<file path="src/rtl/gpp_calc_pkg.sv">
// gpp_calc_pkg: shared constants and FSM encoding for the factorial multiply
// responder and its datapath.
//   DATA_W / PROD_W : operand and product widths
//   MUL_STEPS       : shift-add steps per multiply
//   FLAG_*          : bit positions inside the {C,V,N,Z} flag nibble
package gpp_calc_pkg;

  localparam int unsigned DATA_W    = 16;
  localparam int unsigned PROD_W    = 2 * DATA_W;
  localparam int unsigned MUL_STEPS = 16;
  localparam int unsigned CNT_W     = 5;   // must hold the value MUL_STEPS

  localparam int unsigned FLAG_W = 4;
  localparam int unsigned FLAG_C = 3;
  localparam int unsigned FLAG_V = 2;
  localparam int unsigned FLAG_N = 1;
  localparam int unsigned FLAG_Z = 0;

  typedef enum logic [1:0] {
    ST_IDLE = 2'd0,
    ST_BUSY = 2'd1,
    ST_DONE = 2'd2
  } mul_state_e;

endpackage

</file>
<file path="src/rtl/fact_mul_datapath.sv">
// fact_mul_datapath: serial unsigned shift-add multiplier core.
//   clk, rst       : clock, synchronous active-high reset
//   load_i         : latch operands, clear accumulator and step counter
//   step_i         : perform one shift-add step (LSB of multiplier first)
//   a_i, b_i       : multiplicand / multiplier
//   acc_o          : 32-bit accumulated product
//   done_o         : all MUL_STEPS steps have been performed since load
module fact_mul_datapath
  import gpp_calc_pkg::*;
(
  input  logic              clk,
  input  logic              rst,
  input  logic              load_i,
  input  logic              step_i,
  input  logic [DATA_W-1:0] a_i,
  input  logic [DATA_W-1:0] b_i,
  output logic [PROD_W-1:0] acc_o,
  output logic              done_o
);

  logic [PROD_W-1:0] mcand_q, mcand_d;
  logic [DATA_W-1:0] mplier_q, mplier_d;
  logic [PROD_W-1:0] acc_q, acc_d;
  logic [CNT_W-1:0]  cnt_q, cnt_d;
  logic              done_q, done_d;

  // Next-state for the shift-add core; load wins over step.
  always_comb begin
    mcand_d  = mcand_q;
    mplier_d = mplier_q;
    acc_d    = acc_q;
    cnt_d    = cnt_q;
    if (load_i) begin
      mcand_d  = PROD_W'(a_i);
      mplier_d = b_i;
      acc_d    = '0;
      cnt_d    = '0;
    end else if (step_i) begin
      if (mplier_q[0]) begin
        acc_d = acc_q + mcand_q;
      end
      mcand_d  = mcand_q << 1;
      mplier_d = mplier_q >> 1;
      cnt_d    = cnt_q + CNT_W'(1);
    end
    done_d = (cnt_d == CNT_W'(MUL_STEPS));
  end

  // Datapath registers.
  always_ff @(posedge clk) begin
    if (rst) begin
      mcand_q  <= '0;
      mplier_q <= '0;
      acc_q    <= '0;
      cnt_q    <= '0;
      done_q   <= 1'b0;
    end else begin
      mcand_q  <= mcand_d;
      mplier_q <= mplier_d;
      acc_q    <= acc_d;
      cnt_q    <= cnt_d;
      done_q   <= done_d;
    end
  end

  assign acc_o  = acc_q;
  assign done_o = done_q;

endmodule

</file>
<file path="src/rtl/fact_mul_responder.sv">
// fact_mul_responder: 16x16 multiply responder for the factorial sequencer.
// Accepts a request in IDLE, runs a 16-step serial multiply, then pulses ack
// for one cycle with the low product half and {C,V,N,Z} flags.
//   clk, rst : clock, synchronous active-high reset
//   req      : level-sensitive multiply request (sampled in IDLE only)
//   a, b     : multiplicand / multiplier, latched on acceptance
//   busy     : multiply in progress
//   ack      : one-cycle pulse, res/flags valid
//   res      : low 16 bits of a*b (saturated to 16'hFFFF on carry when
//              FACT_MUL_SAT_EN is defined)
//   flags    : {C,V,N,Z}
// Build option: FACT_MUL_SAT_EN enables result saturation.
module fact_mul_responder
  import gpp_calc_pkg::*;
(
  input  logic              clk,
  input  logic              rst,
  input  logic              req,
  input  logic [DATA_W-1:0] a,
  input  logic [DATA_W-1:0] b,
  output logic              busy,
  output logic              ack,
  output logic [DATA_W-1:0] res,
  output logic [FLAG_W-1:0] flags
);

  mul_state_e        state_q;
  logic              busy_q;
  logic              ack_q;
  logic [DATA_W-1:0] res_q;
  logic [FLAG_W-1:0] flags_q;

  logic              load_c;
  logic              step_c;
  logic [PROD_W-1:0] prod;
  logic              dp_done;
  logic [DATA_W-1:0] res_d;
  logic [FLAG_W-1:0] flags_d;
  logic              carry_c;

  // Accept only in IDLE; step until the datapath reports all steps taken.
  assign load_c = (state_q == ST_IDLE) && req;
  assign step_c = (state_q == ST_BUSY) && !dp_done;

  fact_mul_datapath u_datapath (
    .clk    (clk),
    .rst    (rst),
    .load_i (load_c),
    .step_i (step_c),
    .a_i    (a),
    .b_i    (b),
    .acc_o  (prod),
    .done_o (dp_done)
  );

  // Result and flags from the finished product; N/Z follow the final res.
  always_comb begin
    carry_c = |prod[PROD_W-1:DATA_W];
`ifdef FACT_MUL_SAT_EN
    res_d = carry_c ? {DATA_W{1'b1}} : prod[DATA_W-1:0];
`else
    res_d = prod[DATA_W-1:0];
`endif
    flags_d         = '0;
    flags_d[FLAG_C] = carry_c;
    flags_d[FLAG_V] = (prod > PROD_W'(32'h0000_7FFF));
    flags_d[FLAG_N] = res_d[DATA_W-1];
    flags_d[FLAG_Z] = (res_d == '0);
  end

  // Control FSM with registered outputs.
  always_ff @(posedge clk) begin
    if (rst) begin
      state_q <= ST_IDLE;
      busy_q  <= 1'b0;
      ack_q   <= 1'b0;
      res_q   <= '0;
      flags_q <= '0;
    end else begin
      ack_q <= 1'b0;
      case (state_q)
        ST_IDLE: begin
          if (req) begin
            state_q <= ST_BUSY;
            busy_q  <= 1'b1;
          end
        end
        ST_BUSY: begin
          if (dp_done) begin
            state_q <= ST_DONE;
            busy_q  <= 1'b0;
            ack_q   <= 1'b1;
            res_q   <= res_d;
            flags_q <= flags_d;
          end
        end
        ST_DONE: begin
          state_q <= ST_IDLE;
        end
        default: begin
          state_q <= ST_IDLE;
          busy_q  <= 1'b0;
        end
      endcase
    end
  end

  assign busy  = busy_q;
  assign ack   = ack_q;
  assign res   = res_q;
  assign flags = flags_q;

endmodule

</file>
<file path="config.mk">
export PLATFORM = sky130hd
export DESIGN_NAME = fact_mul_responder
export DESIGN_NICKNAME = d
export VERILOG_FILES = /design/src/rtl/gpp_calc_pkg.sv /design/src/rtl/fact_mul_datapath.sv /design/src/rtl/fact_mul_responder.sv
export SDC_FILE = /design/constraint.sdc
export NUM_CORES = 1
export LEC_CHECK = 0
export ABC_AREA = 1
export CORE_MARGIN = 4
export CORE_UTILIZATION = 44
export DETAILED_ROUTE_END_ITERATION = 8
export GPL_TIMING_DRIVEN = 0
export SYNTH_ARGS = -nofsm -noshare
export SYNTH_HDL_FRONTEND = slang
export SYNTH_SLANG_ARGS = --single-unit
</file>
<file path="constraint.sdc">
create_clock -name clk -period 2.55 [get_ports clk]
set_input_delay 0.255 -clock clk [delete_from_list [all_inputs] [get_ports clk]]
set_output_delay 0.255 -clock clk [all_outputs]
set_load 0.01 [all_outputs]
</file>
==> results.md, run 1 <==
* Outcome: finished clean
* Leakage at 3.890 nW
* CP peak stage delay at 0.47 ns
* Synth warn at 0
* Gp weighted congestion at 0.9200
* CTS tree: done
* RSZ-0062 raised after global routing: no
* N_diodes at 0
* Root Buffer: clkbuf_16
* Worst slew pin tran at 0.5987 ns
* ANT nets after route at 0
* Die width at 130.8 um
* Hpwl dp at 15460 um
* CTS H-tree lvls at 3
* Maximum VDD drop at about 0.00033 V
* Syn Nets at between 1000 and 1500
* # clock sinks at 109
* Worst-skew pair later-pin latency at roughly 0.35 ns
* Initial antenna violation count at 0
* DR iter-0 viols at 391
* GRT Overall Usage at 22.77%
* Drt drc at 0
* Clock buffer depth at 2
* Reg clk slew, reported paths at 0.07 ns
* IO Pins at 57
* Slew Limit Fails at 0
* Via density at 4.858
* PortBufs at 55
* Vias in the first global route at 5750
* Crit-path slowest cell: fa_1
* Max_slew headroom at between 60 and 70%
* Post-synth top area share at 32.87%
* Cts bufs inserted at 9
* Post-Synth Simple-Gate Area at 33.49%
* Final wirelength at between 15000 and 20000 um
* Post-synthesis xor/xnor area fraction at 2.111%
* Worst setup SP type: flop
* F_max at approximately 440 MHz
* Synth Register Bits at 109
* Area leader, netlist: dfxtp_1
* Synth Instances at 1072
* Final core utilization at a little over half
* Post-DP Area at 7420 sq um
* Final min period at about 2.3 ns
* Die Ht at 130.8 um
* Synth cell types at 35
* Main synth FF type: dfxtp_1
* Top cell by count, worst path: nand3_1
* PostCTS Resize Cnt at 0
* Data required, critical path at approximately 2.8 ns
* Final setup viols at 0
* Number of cell rows at 44
* Fin. Hold Viols at 0
* Mux contribution to synthesized area at 0%
* Mapped Area at 6639 sq um
* Initial Util at between 40% and 50%
* Synth Area in Adders at 6.332%
* Overflow after GRT at 0
* Area delta synth->final at 15.93%
* TNS Setup at 0 ns
* NumNets Final at 1206
* Compound-Gate Fraction of Synth Area at 12.42%
* CP arrival at 2.50 ns
* Largest net degree at the start of global routing at 18
* Post-synth EDFFs at 0
* Synth async-reset ratio at 0%
* Tcrit/Tclk final at 88.28%
* Pwr per Cell Area at between 400 and 500 nW/um^2
* Critical path class: flop to flop
* Clk_skew at 0.007962 ns
* Hold_buf cts at 0
* Design area at 7696 sq um
* Post-Syn Area per Cell at 6.193 sq um
* Maximum Capacitance Violations at 0
* CORE AREA at 14640 sq um
* Synth area leaders: dfxtp_1, nand2_1, inv_1
* TritonRoute pass-1 iters at 5
* Die area at 17120 sq um
* Setup crit end kind: flop
* Via count at ~6400
* Largest family of logic cells by synthesized area: simple AND/OR/NAND/NOR gates
* Hold crit path type: primary input to flop
* Critical path, cell by cell: ha_1 -> fa_1 -> nand3_1 -> nand3_1 -> nand3_1 -> nand3_1 -> nand2_1 -> nand2_1 -> nand2_1 -> nand3_1 -> nand2_1 -> inv_1
* Share of layout cells above drive strength 1 at under 10%
* Register area share after synthesis at 32.87%
* Global-route wire length before repair at between 30000 and 40000 um
* # Post-CTS Setup Buffers at 0
* DR WL/cell at around 14 um
* Worst Path Max Fanout at 4
* Fillers at 1556
-- cells in the mapped netlist (3+ instances only) --
cell / count
clkbuf_1: 10
nor4_1: 6
o211ai_1: 14
o21ai_1: 15
a21oi_1: 73
nor2_1: 101
nand3_1: 46
nand4_1: 8
nand2_2: 7
a31oi_1: 11
o21bai_1: 3
o21ai_0: 27
dfxtp_1: 109
nor3_1: 3
buf_2: 21
nand2_1: 371
ha_1: 32
a221oi_1: 3
inv_1: 174
buf_4: 3
xor2_1: 14
inv_2: 4
-- cells in the final DEF, fill, tap and decap left out, drive strengths merged --
| cell | count |
|---|---|
| nor2 | 105 |
| nand4 | 8 |
| a21o | 1 |
| clkdlybuf4s50 | 55 |
| clkinvlp | 2 |
| nor3 | 5 |
| a221oi | 3 |
| xnor2 | 2 |
| fa | 1 |
| clkbuf | 21 |
| dfxtp | 109 |
| o211ai | 14 |
| o21bai | 4 |
| inv | 179 |
| nand2 | 378 |
| a31oi | 11 |
| and2 | 1 |
| nor4 | 6 |
| a211oi | 1 |
| or2 | 1 |
| buf | 25 |
| nand3 | 46 |
| a21oi | 73 |
| ha | 32 |
| nand3b | 1 |
| clkinv | 3 |
| o21ai | 42 |
| xor2 | 14 |
-- final cells by class --
type,count,area (sq um),area share [%]
clock inverter,5,33.78,0.4390
buffer,35,176.4,2.292
multi-input combinational,749,3608,46.89
sequential,109,2182,28.35
clock buffer,11,242.7,3.154
inverter,179,671.9,8.730
timing repair buffer,55,550.5,7.153
tap,184,230.2,2.991
-- worst max-delay path, delay by kind of cell (launching register included) --
kind	cells	cell delay, ns
AND/OR/NAND/NOR	9	1.02
adder cells (fa/ha/maj)	2	0.75
flip-flops	1	0.35
buffers and inverters	1	0.03
-- state kept, by name, indices dropped and copies added (netlist names) --
signal and cells:
ack 1, busy 1, flags 4, res 15, state_q 2, u_datapath.acc_o 32, u_datapath.cnt_q 5, u_datapath.done_o 1
u_datapath.mcand_q 32, u_datapath.mplier_q 16
-- per-stage QoR --
stage / power [mW] / hold WS (ns) / setup slack (ns) / cells
after floorplan: 2.151 / 0.3965 / 0.7491 / 1072
after global placement: 2.336 / 0.4552 / 0.3152 / 1311
after detailed placement: 2.337 / 0.4552 / 0.3029 / 1311
after CTS: 3.677 / 0.1869 / 0.2958 / 1327
after global routing: 3.806 / 0.1997 / 0.1395 / 1327
final: 3.632 / 0.1983 / 0.2989 / 1327
-- logic make-up after synthesis --
logic type / after synthesis
buffers and inverters: 214
adder cells (fa/ha/maj): 33
flip-flops: 109
AO/OA/AOI/OAI: 149
XOR/XNOR: 16
AND/OR/NAND/NOR: 551
-- final timing paths --
path	end	start	depth (start not counted)	slack, ns
setup / recovery	u_datapath.acc_o[28]	u_datapath.acc_o[0]	12	0.30
setup reg to reg	u_datapath.acc_o[28]	u_datapath.acc_o[0]	12	0.30
hold reg to reg	res[4]	res[4]	2	0.46
hold / removal	u_datapath.mcand_q[4]	rst	2	0.20
-- routing by layer --
metal	up-vias	wire length, um	track usage [%]	share of wire, %
met4	0	429	6.776	2.2
met5	-	0	0	0
met3	26	676	3.455	3.5
met2	127	8887	37.86	47
li1	3465	-	-	-
met1	2828	9080	30.61	48
-- power by group --
group          internal, mW  leakage, nW  switching [mW]
Sequential             1.76        0.885          0.0512
Combinational         0.184         2.87           0.300
Clock                 0.691        0.132           0.642
Total                  2.64         3.89           0.993
No activity file was read; power rests on OpenSTA's default activity.
==> inputs of run 2 (changes only) <==
CAP_MARGIN = 20   (was not set)
==> results of run 2 <==
No change in the layout: final DEF, timing and power equal those of run 1.
==> inputs of run 3 (changes only) <==
REMOVE_ABC_BUFFERS = 1   (was not set)
==> run 3 against run 2 <==
Clock power increased by 18%. Die area unchanged. Worst hold slack improved by 0.24 ns. Cell area decreased by 0.16%. Combinational power decreased by 4.7%. Routed wire length decreased by 8.4%. Clock skew increased by 0.0011 ns. Critical path type unchanged. Critical endpoint unchanged. Largest cell class unchanged.
==> results.md, run 3 (synthesis gave the netlist of run 1 again) <==
* R2R Setup Slk at 0.27 ns
* N_diodes at 0
* Outcome: finished clean
* Data required, critical path at 2.82 ns
* Worst setup SP type: flop
* R2R Path End: u_datapath.acc_o[28]
* Overflow after GRT at 0
* Maximum VDD drop at 0.0003274 V
* Commonest non-fill, non-tap cell in the layout: nand2_1
* Top cell by count, worst path: nand3_1
* Met2 wire length at 7861 um
* TritonRoute pass-1 iters at 5
* Worst Hold Launch: rst
* Fin. Hold Viols at 0
* GRT Overall Usage at 21.18%
* Sw Ratio at a little over a quarter
* R2R depth at 12
* Slew Limit Fails at 0
* Pwr per Cell Area at about 500 nW/um^2
* Number of cell rows at 44
* Max_slew headroom at 45.68%
* CTS tree: done
* Hold crit path type: primary input to flop
* Comb power frac at 12.0%
* Critical path, cell by cell: ha_1 -> fa_1 -> nand3_1 -> nand3_1 -> nand3_1 -> nand3_1 -> nand2_1 -> nand2_1 -> nand2_1 -> nand3_1 -> nand2_1 -> inv_1
* Via count at ~6300
* Worst Path Max Fanout at 4
* NumNets Final at 1177
* CP arrival at 2.55 ns
* ANT nets after route at 0
* Worst hold stages at 2
* # Post-CTS Setup Buffers at 0
* WP buf/inv at 1
* Global-route wire length before repair at around 29000 um
* Setup crit end kind: flop
* Top routing layer used: met4
* Internal power at around 2.8 mW
* Hpwl dp at 12760 um
* Clock Power Share at 40.9%
* Worst-skew pair later-pin latency at 0.36 ns
* DR iter-0 viols at 342
* Most frequent cells in the layout: nand2_1, inv_1, dfxtp_1, nor2_1, a21oi_1
* Critical path class: flop to flop
* Clk_skew at between 0.009 and 0.01 ns
* Die width at about 130 um
* Worst r2r src: u_datapath.acc_o[0]
* Leakage at 3.845 nW
* Clock buffer depth at 2
* Drt drc at 0
* Hold_buf cts at 0
* RSZ-0062 raised after global routing: no
* Crit-path slowest cell: fa_1
* CTS H-tree lvls at 3
* Metal-1 WL at about 8600 um
* Worst hold path endpoint: res[5]
* IO Pins at 57
* Sequential Power Share at between 40% and 50%
* Final min period at 2.278 ns
* Final setup viols at 0
* Via density at 4.842
* Initial antenna violation count at 0
* Crit-path leading delay family: simple AND/OR/NAND/NOR gates
* Maximum Capacitance Violations at 0
* Vias in the first global route at 5860
* Final Non-Filler Cells at 1298
* Pre-CTS setup slack at -0.7371 ns
* Hold_ws at 0.4335 ns
* Final wirelength at 17470 um
* Cts bufs inserted at 9
* Placed Cells at 1279
* CORE AREA at roughly 15000 sq um
* Die Ht at 130.8 um
* Initial Util at between 40% and 50%
* CP peak stage delay at 0.48 ns
* F_max at 438.9 MHz
* Tcrit/Tclk final at 89.34%
* Root Buffer: clkbuf_16
* Reg clk slew, reported paths at 0.08 ns
* Switching pwr at 1.002 mW
* Gp weighted congestion at around 0.88
* Share of layout cells above drive strength 1 at under 10%
* Setup ws final at 0.2718 ns
* Die area at roughly 17000 sq um
* Largest net degree at the start of global routing at 42
* # clock sinks at 109
* Worst slew pin tran at 0.8128 ns
* PortBufs at between 50 and 60
* Detail Route met3 WL at 648 um
* DR WL/cell at 13.46 um
* Area delta synth->final at 15.74%
run 3: how the worst max path moves through the flow:
stage | startpoint | end | depth (start not counted)
2_1_floorplan | state_q[1] | u_datapath.mcand_q[1] | 6
3_3_place_gp | rst | u_datapath.acc_o[18] | 6
3_5_place_dp | req | u_datapath.mcand_q[1] | 6
4_1_cts | rst | u_datapath.acc_o[17] | 8
5_1_grt | u_datapath.acc_o[0] | u_datapath.acc_o[28] | 12
6_report | u_datapath.acc_o[0] | u_datapath.acc_o[28] | 12
run 3: layer usage:
metal	vias to the layer above	GRT usage [%]
li1	3401	-
met1	2755	28.20
met2	103	35.18
met3	26	4.065
met4	0	5.808
met5	-	0
run 3: power by group through the flow:
stage	Clock (mW)	Sequential [mW]	Combinational (mW)
global route	1.66	1.82	0.525
global placement	0	1.85	0.443
CTS	1.62	1.81	0.462
finish	1.57	1.81	0.462
detailed placement	0	1.85	0.452
floorplan	0	1.83	0.282
run 3: layout make-up:
type | count | area, sq um
Timing Repair Buffer | 59 | 625.6
Sequential cell | 109 | 2182
Multi-Input combinational cell | 751 | 3636
Clock inverter | 5 | 88.84
Inverter | 179 | 678.2
Tap cell | 184 | 230.2
Clock buffer | 11 | 242.7
Fill cell | 1546 | 6960
run 3: through the flow:
step           utilization [%]  area (sq um)  power [mW]  TNS [ns]
2_1_floorplan                -          6462       2.117         0
3_3_place_gp             49.53          7253       2.289   -110.72
3_5_place_dp             49.79          7291       2.299    -28.99
4_1_cts                  52.18          7641       3.893         0
5_1_grt                  52.47          7684       4.008         0
6_report                 52.47          7684       3.841         0
run 3: what timing repair did:
item / 4_1_cts / 5_1_grt
pin swaps: 1 / 1
endpoints found under the setup margin: 54 / 35
resized for setup: 4 / 3
cloned: 1 / 1
